File: src/rtl/shake_squeezer.sv
// shake_squeezer: squeeze side of the SHAKE-128/256 sponge.
// Captures the rate words of each post-permutation Keccak state and streams them
// out as 64-bit words, requesting further permutations until the requested length
// has been delivered. All outputs are registered.
// Optional feature macro: SHAKE_SQZ_KEEP_EN adds out_keep and masks the final word.
`timescale 1ns/1ps

module shake_squeezer #(
  parameter int unsigned LEN_W = 16
) (
  input  logic             clk,
  input  logic             reset,
  input  logic             start,
  input  logic             mode,
  input  logic [LEN_W-1:0] out_words,
  input  logic [2:0]       last_bytes,
  input  logic             state_valid,
  input  logic [1343:0]    state_in,
  output logic             perm_req,
  output logic             out_valid,
  input  logic             out_ready,
  output logic [63:0]      out_data,
  output logic             out_last,
`ifdef SHAKE_SQZ_KEEP_EN
  output logic [7:0]       out_keep,
`endif
  output logic             busy
);

  localparam int unsigned NumWords = 21;

  typedef enum logic [1:0] {StIdle, StWait, StStream, StReq} state_e;

  state_e           state_q, state_d;
  logic [63:0]      blk_q [NumWords];
  logic [4:0]       idx_q, idx_d;
  logic [LEN_W-1:0] rem_q, rem_d;
  logic             mode_q, mode_d;
  logic             load;
  logic [4:0]       last_idx;
  logic [63:0]      word_nxt;

  logic             perm_req_q, perm_req_d;
  logic             out_valid_q, out_valid_d;
  logic             out_last_q, out_last_d;
  logic [63:0]      out_data_q, out_data_d;
  logic             busy_q, busy_d;

`ifdef SHAKE_SQZ_KEEP_EN
  logic [2:0]       lb_q, lb_d;
  logic [7:0]       keep_last;
  logic [7:0]       out_keep_q, out_keep_d;
`else
  logic             unused_last_bytes;
  assign unused_last_bytes = ^last_bytes;
`endif

  // Last word index of a block: 16 for SHAKE-256, 20 for SHAKE-128.
  assign last_idx = mode_q ? 5'd16 : 5'd20;

  // Next-state logic; word_nxt is the word to present if the next state is STREAM.
  always_comb begin
    state_d  = state_q;
    idx_d    = idx_q;
    rem_d    = rem_q;
    mode_d   = mode_q;
    load     = 1'b0;
    word_nxt = blk_q[idx_q];
`ifdef SHAKE_SQZ_KEEP_EN
    lb_d     = lb_q;
`endif
    unique case (state_q)
      StIdle: begin
        if (start) begin
          mode_d  = mode;
          rem_d   = (out_words == '0) ? LEN_W'(1) : out_words;
          idx_d   = '0;
          state_d = StWait;
`ifdef SHAKE_SQZ_KEEP_EN
          lb_d    = last_bytes;
`endif
        end
      end
      StWait: begin
        if (state_valid) begin
          load     = 1'b1;
          idx_d    = '0;
          word_nxt = state_in[1343 -: 64];
          state_d  = StStream;
        end
      end
      StStream: begin
        // out_valid is always high here, so out_ready alone completes the handshake.
        if (out_ready) begin
          rem_d = rem_q - LEN_W'(1);
          idx_d = idx_q + 5'd1;
          if (rem_q == LEN_W'(1)) begin
            state_d = StIdle;
          end else if (idx_q == last_idx) begin
            state_d = StReq;
          end else begin
            word_nxt = blk_q[idx_q + 5'd1];
          end
        end
      end
      StReq: begin
        state_d = StWait;
      end
      default: begin
        state_d = StIdle;
      end
    endcase
  end

`ifdef SHAKE_SQZ_KEEP_EN
  // Final-word byte enables: n low bytes, with n = 0 meaning all eight.
  assign keep_last = (lb_q == 3'd0) ? 8'hFF : ~(8'hFF << lb_q);
`endif

  // Registered output values derived from the next state.
  always_comb begin
    out_valid_d = (state_d == StStream);
    out_last_d  = out_valid_d && (rem_d == LEN_W'(1));
    perm_req_d  = (state_d == StReq);
    busy_d      = (state_d != StIdle);
`ifdef SHAKE_SQZ_KEEP_EN
    out_keep_d  = 8'h00;
    if (out_valid_d) begin
      out_keep_d = out_last_d ? keep_last : 8'hFF;
    end
    out_data_d  = '0;
    for (int i = 0; i < 8; i++) begin
      out_data_d[8*i +: 8] = word_nxt[8*i +: 8] & {8{out_keep_d[i]}};
    end
`else
    out_data_d  = out_valid_d ? word_nxt : 64'h0;
`endif
  end

  // Rate buffer: captures the whole rate on a fresh state; SHAKE-256 reads only 0..16.
  always_ff @(posedge clk or posedge reset) begin
    if (reset) begin
      for (int k = 0; k < NumWords; k++) begin
        blk_q[k] <= 64'h0;
      end
    end else if (load) begin
      for (int k = 0; k < NumWords; k++) begin
        blk_q[k] <= state_in[1343 - 64*k -: 64];
      end
    end
  end

  // FSM, counters and output registers.
  always_ff @(posedge clk or posedge reset) begin
    if (reset) begin
      state_q     <= StIdle;
      idx_q       <= '0;
      rem_q       <= '0;
      mode_q      <= 1'b0;
      perm_req_q  <= 1'b0;
      out_valid_q <= 1'b0;
      out_last_q  <= 1'b0;
      out_data_q  <= 64'h0;
      busy_q      <= 1'b0;
`ifdef SHAKE_SQZ_KEEP_EN
      lb_q        <= 3'd0;
      out_keep_q  <= 8'h00;
`endif
    end else begin
      state_q     <= state_d;
      idx_q       <= idx_d;
      rem_q       <= rem_d;
      mode_q      <= mode_d;
      perm_req_q  <= perm_req_d;
      out_valid_q <= out_valid_d;
      out_last_q  <= out_last_d;
      out_data_q  <= out_data_d;
      busy_q      <= busy_d;
`ifdef SHAKE_SQZ_KEEP_EN
      lb_q        <= lb_d;
      out_keep_q  <= out_keep_d;
`endif
    end
  end

  assign perm_req  = perm_req_q;
  assign out_valid = out_valid_q;
  assign out_last  = out_last_q;
  assign out_data  = out_data_q;
  assign busy      = busy_q;
`ifdef SHAKE_SQZ_KEEP_EN
  assign out_keep  = out_keep_q;
`endif

endmodule

File: config.mk
export PLATFORM = sky130hd
export DESIGN_NAME = shake_squeezer
export DESIGN_NICKNAME = d
export VERILOG_FILES = /design/src/rtl/shake_squeezer.sv
export SDC_FILE = /design/constraint.sdc
export NUM_CORES = 2
export LEC_CHECK = 0
export CAP_MARGIN = 10
export CORE_AREA = 2 2 555 557
export CTS_BUF_LIST = sky130_fd_sc_hd__clkbuf_16
export CTS_CLUSTER_DIAMETER = 150
export CTS_CLUSTER_SIZE = 30
export DETAILED_ROUTE_END_ITERATION = 12
export DIE_AREA = 0 0 557 559
export PLACE_DENSITY = 0.51
export SLEW_MARGIN = 20
export SYNTH_ARGS = -nofsm -noshare
export SYNTH_HDL_FRONTEND = slang
export SYNTH_SLANG_ARGS = --single-unit
File: constraint.sdc
create_clock -name clk -period 141 [get_ports clk]
set_input_delay 42.3 -clock clk [delete_from_list [all_inputs] [get_ports clk]]
set_output_delay 42.3 -clock clk [all_outputs]
set_load 0.02 [all_outputs]
==> results.toml <==
[drt]
drc = 0
viasPerCell = 5.167
first_iter_violations = 7181
dr.pass1.iters = 6
routedWlPerCell_um = 37.20
vias = 70080
antenna_left = 0
drt_wl_total_um = 504500

[clock_network]
post_cts_buffers = 0
cts-root-buf = "clkbuf_16"
clk_latency_ns = 0.83
cts_resized = 0
cts_made_buffers = 58
clockBufferDepth = 3
cts-hold-fix-buffers = 0
htree_levels = 2
clk_pin_slew_ns = 0.12
cts_sinks = 1436
cts_tree = "done"

[worst_setup_path]
cp_top_family = "buffers and inverters"
reg2reg_to = "out_data[7]"
worstPathArrival_ns = 47.47
crit_path_cell_trace = "clkdlybuf4s50_1 > nand2_4 > buf_4 > buf_4 > buf_4 > buf_4 > buf_6 > nand2_1 > nand2_1"
crit_buf_inv = 6
r2r_start = "idx_q[1]"
crit_top_cell = "buf_4"
r2r_cells = 10
cp_slowest_cell = "buf_4"
r2r_slack_ns = 134.43
startpoint_type = "input port"
cp_max_fo = 109
slowest_delay_ns = 0.88
cp-startpoint = "state_valid"
end_kind = "register"
worstPathRequired_ns = 141.77
worstSetupPathType = "in2reg"

[timing]
whs_ns = 0.5058
clock_skew_ns = 0.04817
max_freq_ghz = 0.02141
rsz0062_at_grt = "false"
finalCritPeriodShare_pct = 33.12
tightest_slew_ns = 1.498
finalSetupViolCount = 0
tns_ns = 0
slew_headroom_pct = 0.1061
layout_min_cycle_time_ns = 46.70
slew_violations = 0
hold_viol_final = 0

[yosys]
synth-seq-cells = 1436
syn_area_per_cell_sq_um = 9.183
synthTopCellsByArea = "dfrtp_1 47%, nand2_1 23%, mux4_2 17%, clkbuf_1 2.2%, mux2i_1 1.9%"
synthCells = 8243
yosysUniqueCellTypes = 66
synth_top_area_cell = "dfrtp_1"
yosysMostFrequentCell = "nand2_1"
synth_warnings = 0
synth_top_cells_by_count = "4,544 x nand2_1, 1,436 x dfrtp_1, 572 x mux4_2, 447 x clkbuf_1, 189 x nand3_1"
syn_area_sq_um = 75700
synth_edf_count = 0
synth_flop_cell = "dfrtp_1"
synthArstFlopShare_pct = 100.0
synth_seq_area_share_pct = 47.47
synth_fp_nets = 9621
yosysTopAreaCellShare_pct = 47.47

[run_status]
violations = "max-capacitance violations"
status = "complete, but fails checks"

[pwr]
p_per_area_nw_per_um2 = 20.98
leakage_nw = 42.46
ir_drop_mv = 0.01147

[layout]
fin_nets = 10630
fillers = 31980
final_area_sq_um = 96180
final_util_pct = 31.53
area_growth_pct = 27.06
drive_above_1_share_pct = 8.954

[min_path]
hold_depth = 2
hp-start = "blk_q[1192]"
hold_class = "reg2reg"
min_to = "blk_q[1192]"

[floorplan]
dieHeight_um = 559
die-area_sq_um = 311400
start_util_pct = 24.81
die_width_um = 557
core_sq_um = 305000
io_pins = 1437
rows = 203

[place]
port_buffers = 1433
finalWeightedCongestion = 0.9741
place_area_sq_um = 93990
dp_hpwl_um = 402200

[grt]
grt_pass1_vias = 69800
antenna_found_initial = 224
gr-total-overflow = 0
grt_use_total_pct = 31.58
grt_pass1_wl_um = 656000
grt_max_degree = 202

[job]
cap_violations = 1
layout by cell type, fill, tap and decap left out, types with 60 or more instances in the layout:
master           synthesis  routed
buf_4                   14     120
clkdlybuf4s50_1          0    1433
a22oi_1                 69      69
dfrtp_1               1436    1431
a21oi_1                 79      77
o22ai_1                 61      61
a221o_1                 60      60
mux4_2                 572     572
a31oi_1                 64      64
mux2i_1                142     142
nand3_1                189     189
diode_2                  0     193
o21ai_0                101     101
nand4_1                 73      73
nand2_1               4544    4542
stage by stage:
step                      power [W]  instances  setup slack [ns]
after floorplan            0.001303       8243             58.20
after CTS                  0.002031      13370             94.11
final                      0.002018      13560             94.30
after detailed placement   0.001793      13300             93.20
after global routing       0.002126      13510             93.84
after global placement     0.001774      13300             93.26
worst min-delay path, delay by kind of cell (launching register included):
| kind | cells | cell delay (ns) |
|---|---|---|
| and+or+nand+nor | 2 | 0.10 |
| DFF | 1 | 0.38 |
cell type report:
type	instances	area, sq um	area share [%]
multi-input combinational	6176	37320	38.80
sequential	1436	35950	37.38
antenna	193	483.0	0.5022
clock inverter	16	245.2	0.2550
timing repair buffer	1568	15530	16.14
tap	4100	5130	5.334
inverter	16	68.82	0.07155
clock buffer	58	1451	1.509
layer usage:
| layer | wire, um | vias up | track usage [%] |
|---|---|---|---|
| met5 | 545 | - | 0 |
| met4 | 40730 | 84 | 21.80 |
| met2 | 231700 | 3634 | 49.91 |
| met1 | 188800 | 35930 | 37.79 |
| met3 | 42680 | 759 | 7.658 |
| li1 | - | 29670 | - |
registers in the layout, indices dropped and copies added (netlist names):
| name | cells |
|---|---|
| rem_q | 16 |
| mode_q | 1 |
| out_data | 64 |
| out_valid | 1 |
| idx_q | 5 |
| out_last | 1 |
| state_q | 2 |
| perm_req | 1 |
| blk_q | 1344 |
| busy | 1 |
kinds of logic after synthesis:
kind of cell / after synthesis / share of synthesized area [%]
buffers and inverters: 631 / 3.423
xor gates and xnor gates: 17 / 0.1967
adders and majority gates: 9 / 0.1488
and+or+nand+nor: 4953 / 25.57
AOI/OAI and AO/OA: 475 / 4.170
DFF: 1436 / 47.47
muxes: 722 / 19.02
report_power, final:
group	internal, W	total (W)	switching (W)
combinational	0.000385	0.00100	0.000619
sequential	0.000598	0.000779	0.000181
clock	0.0000794	0.000235	0.000155
total	0.00106	0.00202	0.000956
worst max-delay path by stage:
stage / to / cells past startpoint
finish: blk_q[661] / 9
global route: blk_q[189] / 7
floorplan: blk_q[0] / 1
CTS: blk_q[415] / 9
detailed placement: blk_q[786] / 9
global placement: blk_q[434] / 9
(Power assumes the default switching activity.)
